`config.mk`:
```
export PLATFORM = sky130hd
export DESIGN_NAME = vram_arbiter
export DESIGN_NICKNAME = d
export VERILOG_FILES = /design/src/rtl/vram_arbiter.sv
export SDC_FILE = /design/constraint.sdc
export NUM_CORES = 1
export LEC_CHECK = 0
export ABC_AREA = 0
export CAP_MARGIN = 20
export CORE_MARGIN = 3
export CORE_UTILIZATION = 37
export CTS_BUF_LIST = sky130_fd_sc_hd__clkbuf_2
export DETAILED_ROUTE_END_ITERATION = 8
export HOLD_SLACK_MARGIN = 0.02
export PLACE_DENSITY = 0.81
export SLEW_MARGIN = 0
export SYNTH_ARGS = -nofsm -noshare
export SYNTH_HDL_FRONTEND = slang
export SYNTH_SLANG_ARGS = --single-unit
```
`constraint.sdc`:
```
create_clock -name clk -period 1.4 [get_ports clk]
set_input_delay 0.14 -clock clk [delete_from_list [all_inputs] [get_ports clk]]
set_output_delay 0.14 -clock clk [all_outputs]
set_load 0.02 [all_outputs]
```
`src/rtl/vram_arbiter.sv`:
```
// Two-requester VRAM port arbiter: scanout (A, read-only, priority) and blitter (B, read/write).
// Optional starvation guard for B is compiled in with VRAM_ARB_STARVE_GUARD_EN.
module vram_arbiter #(
   parameter int unsigned STARVE_LIMIT = 7
) (
   input  logic        clk,
   input  logic        rst_n,
   input  logic        vram_input_valid,
   input  logic        vram_data_out_valid,
   input  logic [7:0]  vram_data_out,
   output logic [15:0] vram_addr,
   output logic        vram_write_enable,
   output logic [7:0]  vram_data_in,
   input  logic        a_req,
   input  logic [15:0] a_addr,
   output logic        a_ack,
   output logic [7:0]  a_rdata,
   output logic        a_rvalid,
   input  logic        b_req,
   input  logic        b_we,
   input  logic [15:0] b_addr,
   input  logic [7:0]  b_wdata,
   output logic        b_ack,
   output logic [7:0]  b_rdata,
   output logic        b_rvalid,
   output logic        err
);

   if (STARVE_LIMIT < 1 || STARVE_LIMIT > 15) begin : g_bad_limit
      $error("vram_arbiter: STARVE_LIMIT must be in 1..15");
   end

   // Handshake: a requester holds req (and its address/data) until it sees its ack;
   // ack is a one-cycle pulse in the slot it won, and the request may drop or change after.
   logic        slot;
   logic        force_b;
   logic        a_win;
   logic        b_win;
   logic [15:0] last_addr;
   logic        rd_pending;
   logic        rd_owner;   // 0 = A, 1 = B

   assign slot = rst_n && vram_input_valid;

`ifdef VRAM_ARB_STARVE_GUARD_EN
   logic [3:0] starve_cnt;

   assign force_b = (starve_cnt == 4'(STARVE_LIMIT));

   always_ff @(posedge clk) begin
      if (!rst_n) begin
         starve_cnt <= 4'd0;
      end else if (b_win) begin
         starve_cnt <= 4'd0;
      end else if (a_win && b_req) begin
         starve_cnt <= starve_cnt + 4'd1;
      end
   end
`else
   assign force_b = 1'b0;
`endif

   assign a_win = slot && a_req && !(b_req && force_b);
   assign b_win = slot && b_req && (!a_req || force_b);

   always_comb begin
      vram_addr         = rst_n ? last_addr : 16'h0000;
      vram_write_enable = 1'b0;
      vram_data_in      = 8'h00;
      if (a_win) begin
         vram_addr = a_addr;
      end else if (b_win) begin
         vram_addr         = b_addr;
         vram_write_enable = b_we;
         vram_data_in      = b_we ? b_wdata : 8'h00;
      end
   end

   assign a_ack = a_win;
   assign b_ack = b_win;

   // Read data returns exactly one cycle after the slot; a missing strobe drops the read.
   always_ff @(posedge clk) begin
      if (!rst_n) begin
         last_addr  <= 16'h0000;
         rd_pending <= 1'b0;
         rd_owner   <= 1'b0;
         a_rdata    <= 8'h00;
         a_rvalid   <= 1'b0;
         b_rdata    <= 8'h00;
         b_rvalid   <= 1'b0;
         err        <= 1'b0;
      end else begin
         if (a_win || b_win) begin
            last_addr <= vram_addr;
         end
         rd_pending <= a_win || (b_win && !b_we);
         rd_owner   <= b_win;
         a_rvalid   <= rd_pending && !rd_owner && vram_data_out_valid;
         b_rvalid   <= rd_pending &&  rd_owner && vram_data_out_valid;
         if (rd_pending && vram_data_out_valid && !rd_owner) begin
            a_rdata <= vram_data_out;
         end
         if (rd_pending && vram_data_out_valid && rd_owner) begin
            b_rdata <= vram_data_out;
         end
         if (rd_pending && !vram_data_out_valid) begin
            err <= 1'b1;
         end
      end
   end

endmodule

```
### Yosys cells after proc, flatten, opt, wreduce, memory -nomap -nowiden

Cells that the tools add are included.

* reductions and logical operators: 19
* muxes and demuxes: 8

Operators by type and width (count)
* 2-to-1 mux 16 bit: 3
* 2-to-1 mux 8 bit: 3
* logical AND 1 bit: 13
* zero test 1 bit: 4
* logical OR 1 bit: 2
* 2-to-1 mux 1 bit: 2

* logic and storage cells: 35
* output and inout bits: 46
* bits in registers: 37

### Depth between registers and ports, before layout

* depth in word-level cells: 5
* depth in mapped cells: 5
* mapped depth without buffers: 3

### Worst setup path after synthesis

No wires, ideal clock.

* path type: input to output
* start point: input vram_input_valid
* end point: output vram_addr[10]
* data required time: 1260 ps
* data arrival time: 1001 ps
* cell stages on the path: 5
* slack: 259 ps
* cells stage by stage: buf_6 > o21a_1 > buf_4 > o21ai_0 > a21oi_1

* word-level cells in the longest chain between the ends: 5

RTL lines
* start: declaration: RTL line 8 `input logic vram_input_valid,`
* logical AND 1 bit *: RTL line 43 `assign slot = rst_n && vram_input_valid;`
* logical AND 1 bit (2 in series): RTL line 64 `assign b_win = slot && b_req && (!a_req || force_b);`
* 2-to-1 mux 16 bit: RTL line 72 `end else if (b_win) begin`
* 2-to-1 mux 16 bit *: RTL line 70 `if (a_win) begin`
* end: declaration: RTL line 11 `output logic [15:0] vram_addr,`

Mark *: on every way between the ends. The rest lies on a longest branch, timed or not.

### Worst setup path after layout

* start point: input a_req
* end point: output vram_addr[8]

* word-level cells in the longest chain between the ends: 4

RTL lines
* start: declaration: RTL line 14 `input logic a_req,`
* zero test 1 bit: RTL line 64
* logical AND 1 bit: RTL line 64
* 2-to-1 mux 16 bit: RTL line 72
* 2-to-1 mux 16 bit *: RTL line 70

Marks and branches as above.

==> out/qor.yml <==
route:
  dr.pass1.iters: 4
  wl_per_cell_um: 13.1
  drt-vias-per-instance: 5.01
  drt-total-wl_um: 4600
  drc: 0
  drtIter0Drc: 60
  num_vias: 1759
  ant_nets: 0
logic_synthesis:
  syn_avg_cell_area_sq_um: 8.64
  ys_seq_area_frac: 0.474
  synth-main-ff-cell: "dfxtp_1"
  yosysWarnings: 0
  yosysUniqueCellTypes: 25
  synth_area_leader_cell: "dfxtp_1"
  syn_inst: 181
  syn_area_sq_um: 1560
  ys_ff_latch: 37
  synth-edff-count: 0
  synth_area_leaders: "dfxtp_1 47%, a21oi_1 12%, o22ai_1 6.0%"
  synth_top_area_share: 0.474
  syn_nets: 236
  async_flop_share: 0
finish:
  finalNetCount: 355
  layout-drive-gt1-share: 0.262
  multi_input_area_sq_um: 792
  diodes: 0
  fin_area_sq_um: 2740
  nFillCells: 340
  area_growth_pct: 74.9
  regArea_sq_um: 741
sta:
  fin_ws_ns: 0.0182
  hold_violations: 0
  fmax_ghz: 0.724
  worstMarginPinSlew_ns: 0.372
  fin_worst_skew_ns: 0.00650
  setup_violations: 0
  finalCritPeriodShare: 0.987
  rsz0062_at_grt: "yes"
  relSlewSlack: 0.751
  period_minus_slack_ns: 1.38
  final_max_slew_viol_count: 0
clock_network:
  clock-root-buffer: "clkbuf_2"
  clk_pin_slew_ns: 0.18
  cts_max_level: 2
  cts_num_sinks: 37
  cts_buffers: 5
  clock_latency_ns: 0.38
  cts_tree: "yes"
  cts_buffer_depth: 2
  cts-hold-fix-buffers: 0
power_and_ir_drop:
  p_clk_frac: 0.222
  p_sw_mw: 0.626
  power_frac_seq: 0.521
  comb_power_share: 0.257
  peakVddDrop_uv: 608
  intPower_mw: 1.52
  leakage_nw: 1.33
  pwr_density_cell_nw_per_um2: 784
  sw_frac_of_total: 0.292
critical_path:
  worstPathMaxFanout: 6
  crit_path_start_kind: "primary input"
  end_kind: "output pin"
  crit_arrival_ns: 1.24
  path_class: "primary input to output pin"
  crit_required_ns: 1.26
worst_hold_path:
  hold_class: "primary input to flop"
job:
  maxCapViolCount: 0
die:
  die_x_um: 71.0
  die_area_sq_um: 5040
  io_pins: 101
  die_y_um: 71.0
  coreArea_sq_um: 4030
  num_rows: 23
  start_util: 0.388
grt:
  grt_pass1_wl_um: 7280
  overflow: 0
  first_global_vias: 1690
  grt_antenna_before_repair: 0
  track_usage: 0.175
  grt_max_degree: 31
place:
  gp_congestion: 0.729
  place_ws_ns: -0.766
  port_buffers: 100
  dp_hpwl_um: 3410
  place_area_sq_um: 2710
status:
  status: "finished, final reports clean"
-- power by group through the flow --
stage / Sequential, mW / Clock (mW) / Combinational (mW)
6_report: 1.12 / 0.476 / 0.551
3_5_place_dp: 1.14 / 0 / 0.553
5_1_grt: 1.12 / 0.543 / 0.591
2_1_floorplan: 1.14 / 0 / 0.219
4_1_cts: 1.12 / 0.497 / 0.542
3_3_place_gp: 1.13 / 0 / 0.545
-- logic make-up (layout without fill, tap and decap cells) --
| logic type | count (synthesis) | after routing | share of synthesized area |
|---|---|---|---|
| flip-flops | 37 | 37 | 0.474 |
| multiplexers | 8 | 8 | 0.0512 |
| AND/OR/NAND/NOR | 45 | 46 | 0.150 |
| AO/OA/AOI/OAI | 73 | 73 | 0.255 |
| buffers and inverters | 18 | 137 | 0.0704 |
-- synth_stat cells (2+ instances only) --
master    number
a21oi_1       39
a221o_1        2
and3_1         9
buf_2          4
buf_4          2
buf_6          4
clkbuf_1       4
dfxtp_1       37
inv_1          3
mux2i_1        8
nand2_1       17
nor2_1        11
o21ai_0       15
o22ai_1       15
-- routing by layer --
layer,up-vias,share of wire,GRT usage
li1,888,-,-
met1,805,0.43,0.208
met2,61,0.49,0.307
met3,5,0.074,0.0497
met4,0,0.0074,0.0522
met5,-,0,0
-- timing repair --
| action | CTS | global route |
|---|---|---|
| resized for setup | 143 | 19 |
| buffers inserted | 7 | 0 |
| gates cloned | 1 | 0 |
| pin swaps | 1 | 1 |
| hold endpoints to repair | 0 | 0 |
| setup endpoints to repair | 46 | 11 |
-- cell type report --
class,instances,share of cell area
inverters,4,0.00686
flip-flops and latches,37,0.271
repair buffers,125,0.394
well taps,50,0.0229
clock inverters,3,0.00640
multi-input cells,127,0.290
clock buffers,5,0.00915
-- state kept, by name, summed over array words and instances (netlist names) --
register	cells
last_addr	16
a_rdata	8
b_rdata	8
a_rvalid	1
b_rvalid	1
err	1
rd_owner	1
rd_pending	1
-- placed cells by master (no fill, tap or decap), types with 8 or more instances in the layout --
cell and count:
a21oi_1 39, o22ai_2 9, dlygate4sd2_1 21, dfxtp_1 37, nand2_1 17, mux2i_1 8, nor2_1 11, and3_1 9
clkdlybuf4s50_1 50, buf_2 22, buf_4 24, o21ai_1 12
-- final timing paths --
path                            from                      end  slack, ns  depth (start not counted)
min reg2reg  b_rdata[2]$_SDFFE_PN0P_  b_rdata[2]$_SDFFE_PN0P_       0.46                          2
max reg2reg    rd_pending$_SDFF_PN0_  b_rdata[3]$_SDFFE_PN0P_       0.36                          3
min                            b_req      rd_owner$_SDFF_PN0_       0.08                          2
max                            a_req             vram_addr[8]       0.02                          5
-- worst max-delay path, cell delays in order --
cell,delay [ns]
clkdlybuf4s15_2,0.25
and4b_2,0.27
buf_4,0.14
a221o_1,0.28
buf_4,0.16
-- stage by stage --
step	total power, mW	TNS [ns]	std cells	util	hold WS (ns)
after floorplan	1.36	0	181	-	0.276
after global placement	1.68	-17.63	335	0.671	0.442
after detailed placement	1.69	-19.14	335	0.671	0.446
after CTS	2.16	-0.183	351	0.677	0.186
after global routing	2.26	-0.0356	351	0.679	0.0648
final	2.14	0	351	0.679	0.0836
Note: power is estimated with default switching activity, not from simulation.
